`src/rtl/chacha_pkg.sv`:
```
// Shared ChaCha types: 32-bit word, keystream block size and the keystream-buffer FSM states.
package chacha_pkg;

  typedef logic [31:0] word_t;

  localparam int unsigned KS_WORDS = 16;
  localparam int unsigned KS_ROWS  = 4;
  localparam int unsigned WIDX_W   = 4;

  typedef logic [WIDX_W-1:0] widx_t;

  localparam widx_t LAST_WIDX = widx_t'(KS_WORDS - 1);

  typedef enum logic {
    StEmpty,
    StFull
  } ks_state_e;

  // Zero every byte whose keep bit is clear.
  function automatic word_t keep_mask(word_t w, logic [3:0] keep);
    word_t r;
    for (int b = 0; b < 4; b++) begin
      r[8*b +: 8] = keep[b] ? w[8*b +: 8] : 8'h00;
    end
    return r;
  endfunction

endpackage

```
`src/rtl/keystream_xor.sv`:
```
// Buffers one 16-word keystream block and XORs it onto a plaintext word stream,
// producing a registered ciphertext stream with valid/ready handshaking.
module keystream_xor
  import chacha_pkg::*;
#(
  parameter int unsigned CNT_W = 32
) (
  input  logic                 clk,
  input  logic                 rst,
  input  word_t [3:0][3:0]     ks_in,
  input  logic                 ks_valid,
  output logic                 ks_req,
  input  logic [31:0]          pt_data,
  input  logic                 pt_valid,
  output logic                 pt_ready,
  input  logic                 pt_last,
  input  logic [3:0]           pt_keep,
  output logic [31:0]          ct_data,
  output logic                 ct_valid,
  input  logic                 ct_ready,
  output logic                 ct_last,
  output logic [3:0]           ct_keep,
  input  logic                 flush,
  output logic [CNT_W-1:0]     block_count,
  output logic                 err
);

  ks_state_e        state_q, state_d;
  widx_t            widx_q, widx_d;
  logic [CNT_W-1:0] block_count_q, block_count_d;
  logic             err_q, err_d;
  logic             ks_prev_q, ks_prev_d;
  word_t            buf_q [KS_WORDS];
  word_t            buf_d [KS_WORDS];
  logic [31:0]      ct_data_q, ct_data_d;
  logic             ct_valid_q, ct_valid_d;
  logic             ct_last_q, ct_last_d;
  logic [3:0]       ct_keep_q, ct_keep_d;

  logic  full;
  logic  ks_rise;
  logic  xfer;
  word_t ks_word;

  assign full     = (state_q == StFull);
  assign ks_rise  = ks_valid & ~ks_prev_q;
  assign pt_ready = full & (~ct_valid_q | ct_ready);
  // A flush in the same cycle suppresses the transfer even though pt_ready is high.
  assign xfer     = pt_valid & pt_ready & ~flush;
  assign ks_word  = buf_q[widx_q];

  always_comb begin
    state_d       = state_q;
    widx_d        = widx_q;
    block_count_d = block_count_q;
    err_d         = err_q;
    ks_prev_d     = ks_valid;
    buf_d         = buf_q;

    if (full) begin
      if (ks_rise) begin
        err_d = 1'b1;
      end
      if (flush) begin
        state_d = StEmpty;
        widx_d  = '0;
      end else if (xfer) begin
        widx_d = widx_q + widx_t'(1);
        if (pt_last || (widx_q == LAST_WIDX)) begin
          state_d = StEmpty;
          widx_d  = '0;
        end
      end
    end else if (ks_rise) begin
      for (int r = 0; r < KS_ROWS; r++) begin
        for (int c = 0; c < KS_ROWS; c++) begin
          buf_d[r*KS_ROWS + c] = ks_in[r][c];
        end
      end
      state_d       = StFull;
      widx_d        = '0;
      block_count_d = block_count_q + CNT_W'(1);
    end
  end

  always_comb begin
    ct_data_d  = ct_data_q;
    ct_valid_d = ct_valid_q;
    ct_last_d  = ct_last_q;
    ct_keep_d  = ct_keep_q;
    if (xfer) begin
      ct_data_d  = keep_mask(pt_data ^ ks_word, pt_keep);
      ct_valid_d = 1'b1;
      ct_last_d  = pt_last;
      ct_keep_d  = pt_keep;
    end else if (ct_ready) begin
      ct_valid_d = 1'b0;
    end
  end

  always_ff @(posedge clk or posedge rst) begin
    if (rst) begin
      state_q       <= StEmpty;
      widx_q        <= '0;
      block_count_q <= '0;
      err_q         <= 1'b0;
      ks_prev_q     <= 1'b0;
      buf_q         <= '{default: '0};
      ct_data_q     <= '0;
      ct_valid_q    <= 1'b0;
      ct_last_q     <= 1'b0;
      ct_keep_q     <= '0;
    end else begin
      state_q       <= state_d;
      widx_q        <= widx_d;
      block_count_q <= block_count_d;
      err_q         <= err_d;
      ks_prev_q     <= ks_prev_d;
      buf_q         <= buf_d;
      ct_data_q     <= ct_data_d;
      ct_valid_q    <= ct_valid_d;
      ct_last_q     <= ct_last_d;
      ct_keep_q     <= ct_keep_d;
    end
  end

  assign ks_req      = ~full;
  assign ct_data     = ct_data_q;
  assign ct_valid    = ct_valid_q;
  assign ct_last     = ct_last_q;
  assign ct_keep     = ct_keep_q;
  assign block_count = block_count_q;
  assign err         = err_q;

endmodule
```
`config.mk`:
```
export PLATFORM = sky130hd
export DESIGN_NAME = keystream_xor
export DESIGN_NICKNAME = d
export VERILOG_FILES = /design/src/rtl/chacha_pkg.sv /design/src/rtl/keystream_xor.sv
export SDC_FILE = /design/constraint.sdc
export NUM_CORES = 2
export LEC_CHECK = 0
export ABC_AREA = 1
export BUFFER_PORTS_ARGS = -buffer_cell sky130_fd_sc_hd__buf_2
export CAP_MARGIN = 20
export CORE_MARGIN = 2
export CORE_UTILIZATION = 30
export DETAILED_ROUTE_END_ITERATION = 6
export PLACE_DENSITY = 0.58
export SKIP_LAST_GASP = 1
export SLEW_MARGIN = 10
export SYNTH_ARGS = -nofsm -noshare
export SYNTH_HDL_FRONTEND = slang
export SYNTH_SLANG_ARGS = --single-unit
```
`constraint.sdc`:
```
create_clock -name clk -period 19 [get_ports clk]
set_clock_uncertainty 0.05 [all_clocks]
set_input_delay 3.8 -clock clk [delete_from_list [all_inputs] [get_ports clk]]
set_output_delay 3.8 -clock clk [all_outputs]
set_load 0.02 [all_outputs]
```
==> impl_metrics.py <==
metrics = {
    "status": {
        "status": "finished clean",
    },
    "die": {
        "pin_count": 628,
        "die_width_um": 312,
        "fp-row-count": 112,
        "dieArea_sq_um": 97300,
        "initial_core_util": 0.304,
        "core_sq_um": 93600,
        "die_y_um": 312,
    },
    "power_and_ir_drop": {
        "p_total_mw": 4.03,
        "p_leak_nw": 18.5,
        "vdd_drop_max_uv": 63.4,
        "p_per_area_nw_per_um2": 116,
    },
    "routing": {
        "first_pass_iters": 6,
        "vias": 26500,
        "wl_per_cell_um": 19.2,
        "drt_iter0_drc": 2502,
        "viasPerCell": 4.60,
        "ant_nets": 0,
        "drcViolationCount": 0,
        "routed_wl_mm": 111,
    },
    "synthesis": {
        "synth_top_family_by_area": "simple AND/OR/NAND/NOR gates",
        "synthAdderAreaFrac": 0.000880,
        "synth_cells": 3909,
        "ys_warn_count": 0,
        "avgSynthCellArea_sq_um": 7.28,
        "synth_ff_type": "dfrtp_1",
        "synthDistinctLibCells": 28,
        "synth_most_common_cell": "nand2_1",
        "synth-xor-area-share": 0.00770,
        "synthesis.nets": 4466,
        "synth_top_area_frac": 0.518,
        "synth_edf_count": 0,
        "ys_seq_elements": 589,
        "ys_seq_area_frac": 0.518,
        "synth_async_sr_flop_share": 1.00,
        "muxShareOfSynthArea": 0,
        "synthesis.area_sq_um": 28400,
        "synth_top_cell_by_area": "dfrtp_1",
        "synth_compound_area_frac": 0.0592,
        "synthTopCellsByArea": "dfrtp_1 52%, nand2_1 24%, o21ai_0 5.8%, nand3_1 5.3%, inv_1 4.7%",
        "synth_common_cells": "1811 x nand2_1, 589 x dfrtp_1, 356 x inv_1, 331 x o21ai_0, 303 x nand3_1",
        "synth_simple_gate_area_share": 0.330,
    },
    "run": {
        "cap_violations": 0,
    },
    "critical_path": {
        "cpLargestDelayFamily": "buffers and inverters",
        "arrival_ns": 4.26,
        "cpPeakStageDelay_ns": 0.19,
        "path_cells": "buf_2 > nor2_1 > nor2_2 > buf_2",
        "worstSetupStartpointType": "input port",
        "worstPathRequired_ns": 15.15,
        "worstSetupPathType": "input port to output port",
        "critPathCaptureType": "output port",
        "cp_num_buf_inv": 2,
        "cpMaxStageDelayCell": "buf_2",
        "cp_common_cell": "buf_2",
        "cp_max_fo": 2,
    },
    "sta": {
        "timing.hold.ws_ns": 0.417,
        "finalSetupViolCount": 0,
        "layout_setup_ws_ns": 10.89,
        "finalCriticalPeriod_ns": 8.11,
        "maxSlewViolCount": 0,
        "max_freq_mhz": 123,
        "fin_crit_sh": 0.427,
        "rsz0062_at_grt": "no",
        "hold_viol": 0,
        "finalSetupTns_ns": 0,
        "worst_pin_slew_ns": 1.05,
        "slew_headroom": 0.300,
    },
    "cells_and_area": {
        "nNetsFinal": 4985,
        "drive_above_1_share": 0.177,
        "area_growth_pct": 22.8,
        "fin_cells": 5756,
    },
    "placed_design": {
        "dp.cells": 5607,
        "pre_cts_ws_ns": 10.89,
        "gp_congestion": 0.862,
        "port-buffer-count": 627,
        "dpl.hpwl_mm": 79.3,
    },
    "grt": {
        "grt_max_degree": 219,
        "first_global_vias": 25400,
        "antenna_found_initial": 26,
        "grt_pass1_wl_mm": 163,
        "grt_usage": 0.224,
        "grt_overflow_total": 0,
    },
    "clocking": {
        "clk-insertion-delay-late_ns": 0.63,
        "hold_buffers": 0,
        "clkTransAtPathRegs_ns": 0.05,
        "cts_max_level": 3,
        "cts.root.buffer_cell": "clkbuf_16",
        "numCtsBuffers": 72,
        "cts.sinks": 589,
        "tritoncts": "built",
        "postCtsSetupBuffers": 0,
        "post_cts_resized": 0,
        "cts_buffer_depth": 3,
    },
    "worst_hold_path": {
        "hold_path.class": "register to register",
    },
}
==> cells in the final DEF (no fill, tap or decap), types with 2 or more instances in the layout <==
cell,netlist,final
clkbuf_8,0,20
inv_2,4,2
inv_6,0,3
inv_1,356,354
nand3b_1,4,4
buf_4,20,32
nor2_2,5,4
nand3_1,303,302
ha_1,2,2
buf_12,0,2
o21ai_0,331,331
bufinv_16,0,2
nand4_1,9,9
nor2_4,1,2
nand2_1,1811,1811
xor2_1,20,20
nor3_1,18,18
clkinv_1,2,2
nor2_1,225,225
dfrtp_4,0,2
clkinvlp_4,0,4
clkinv_2,0,9
clkbuf_1,77,16
dfrtp_1,589,586
buf_2,104,627
clkbuf_16,0,76
xnor2_1,5,5
diode_2,0,20
==> per-layer routing <==
metal	wire length [um]	vias to the layer above	part of all wire	GRT usage
met5	76	-	0.00069	0
met4	2670	12	0.024	0.0751
met3	6710	137	0.061	0.0377
met2	51000	828	0.46	0.351
met1	50100	12500	0.45	0.314
li1	-	13000	-	-
==> sequential cells by signal, indices dropped and copies added (netlist names) <==
register and count:
buf_q 512, block_count 32, ct_data 32, ct_keep 4, widx_q 4, ct_last 1
ct_valid 1, err 1, full 1, ks_prev_q 1
==> kinds of logic (layout without fill, tap and decap cells) <==
family	Yosys count	after routing
buffers and inverters	580	1153
AND/OR/NAND/NOR	2378	2378
flip-flops	589	589
AO/OA/AOI/OAI	335	335
adder cells (fa/ha/maj)	2	2
other	0	20
XOR/XNOR	25	25
==> area by class of cell <==
cell class	instances	area [sq um]
Antenna cell	20	50.0
Clock buffer	112	2240
Clock inverter	16	160
Fill cell	10100	58700
Inverter	363	1380
Multi-Input combinational cell	2740	11300
Sequential cell	589	14700
Tap cell	1254	1570
Timing Repair Buffer	662	3450
==> worst paths after layout <==
path | startpoint | end | slack, ns | depth (start not counted)
worst max-delay path | ct_ready | pt_ready | 10.89 | 4
worst min-delay path | buf_q[70] | buf_q[70] | 0.42 | 2
worst max register to register | widx_q[0] | ct_data[22] | 14.68 | 12
worst min register to register | buf_q[70] | buf_q[70] | 0.42 | 2
max in group asynchronous | rst | buf_q[28] | 12.52 | 6
min in group asynchronous | rst | ct_data[18] | 3.38 | 3
==> power breakdown <==
group	switching [mW]	total, mW	internal (mW)
Clock	0.577	1.41	0.837
Sequential	0.141	1.72	1.58
Combinational	0.598	0.901	0.303
Total	1.32	4.03	2.72
==> tightest hold or removal path, delay by kind of cell (launching register included) <==
family | cells | cell delay, ns
DFF | 1 | 0.34
and+or+nand+nor | 2 | 0.10
==> through the flow <==
step / cell area [sq um] / util
floorplan: 28500 / -
global placement: 32500 / 0.347
detailed placement: 32500 / 0.347
CTS: 34800 / 0.372
global route: 34900 / 0.373
finish: 34900 / 0.373
No activity file was read; power rests on OpenSTA's default activity.
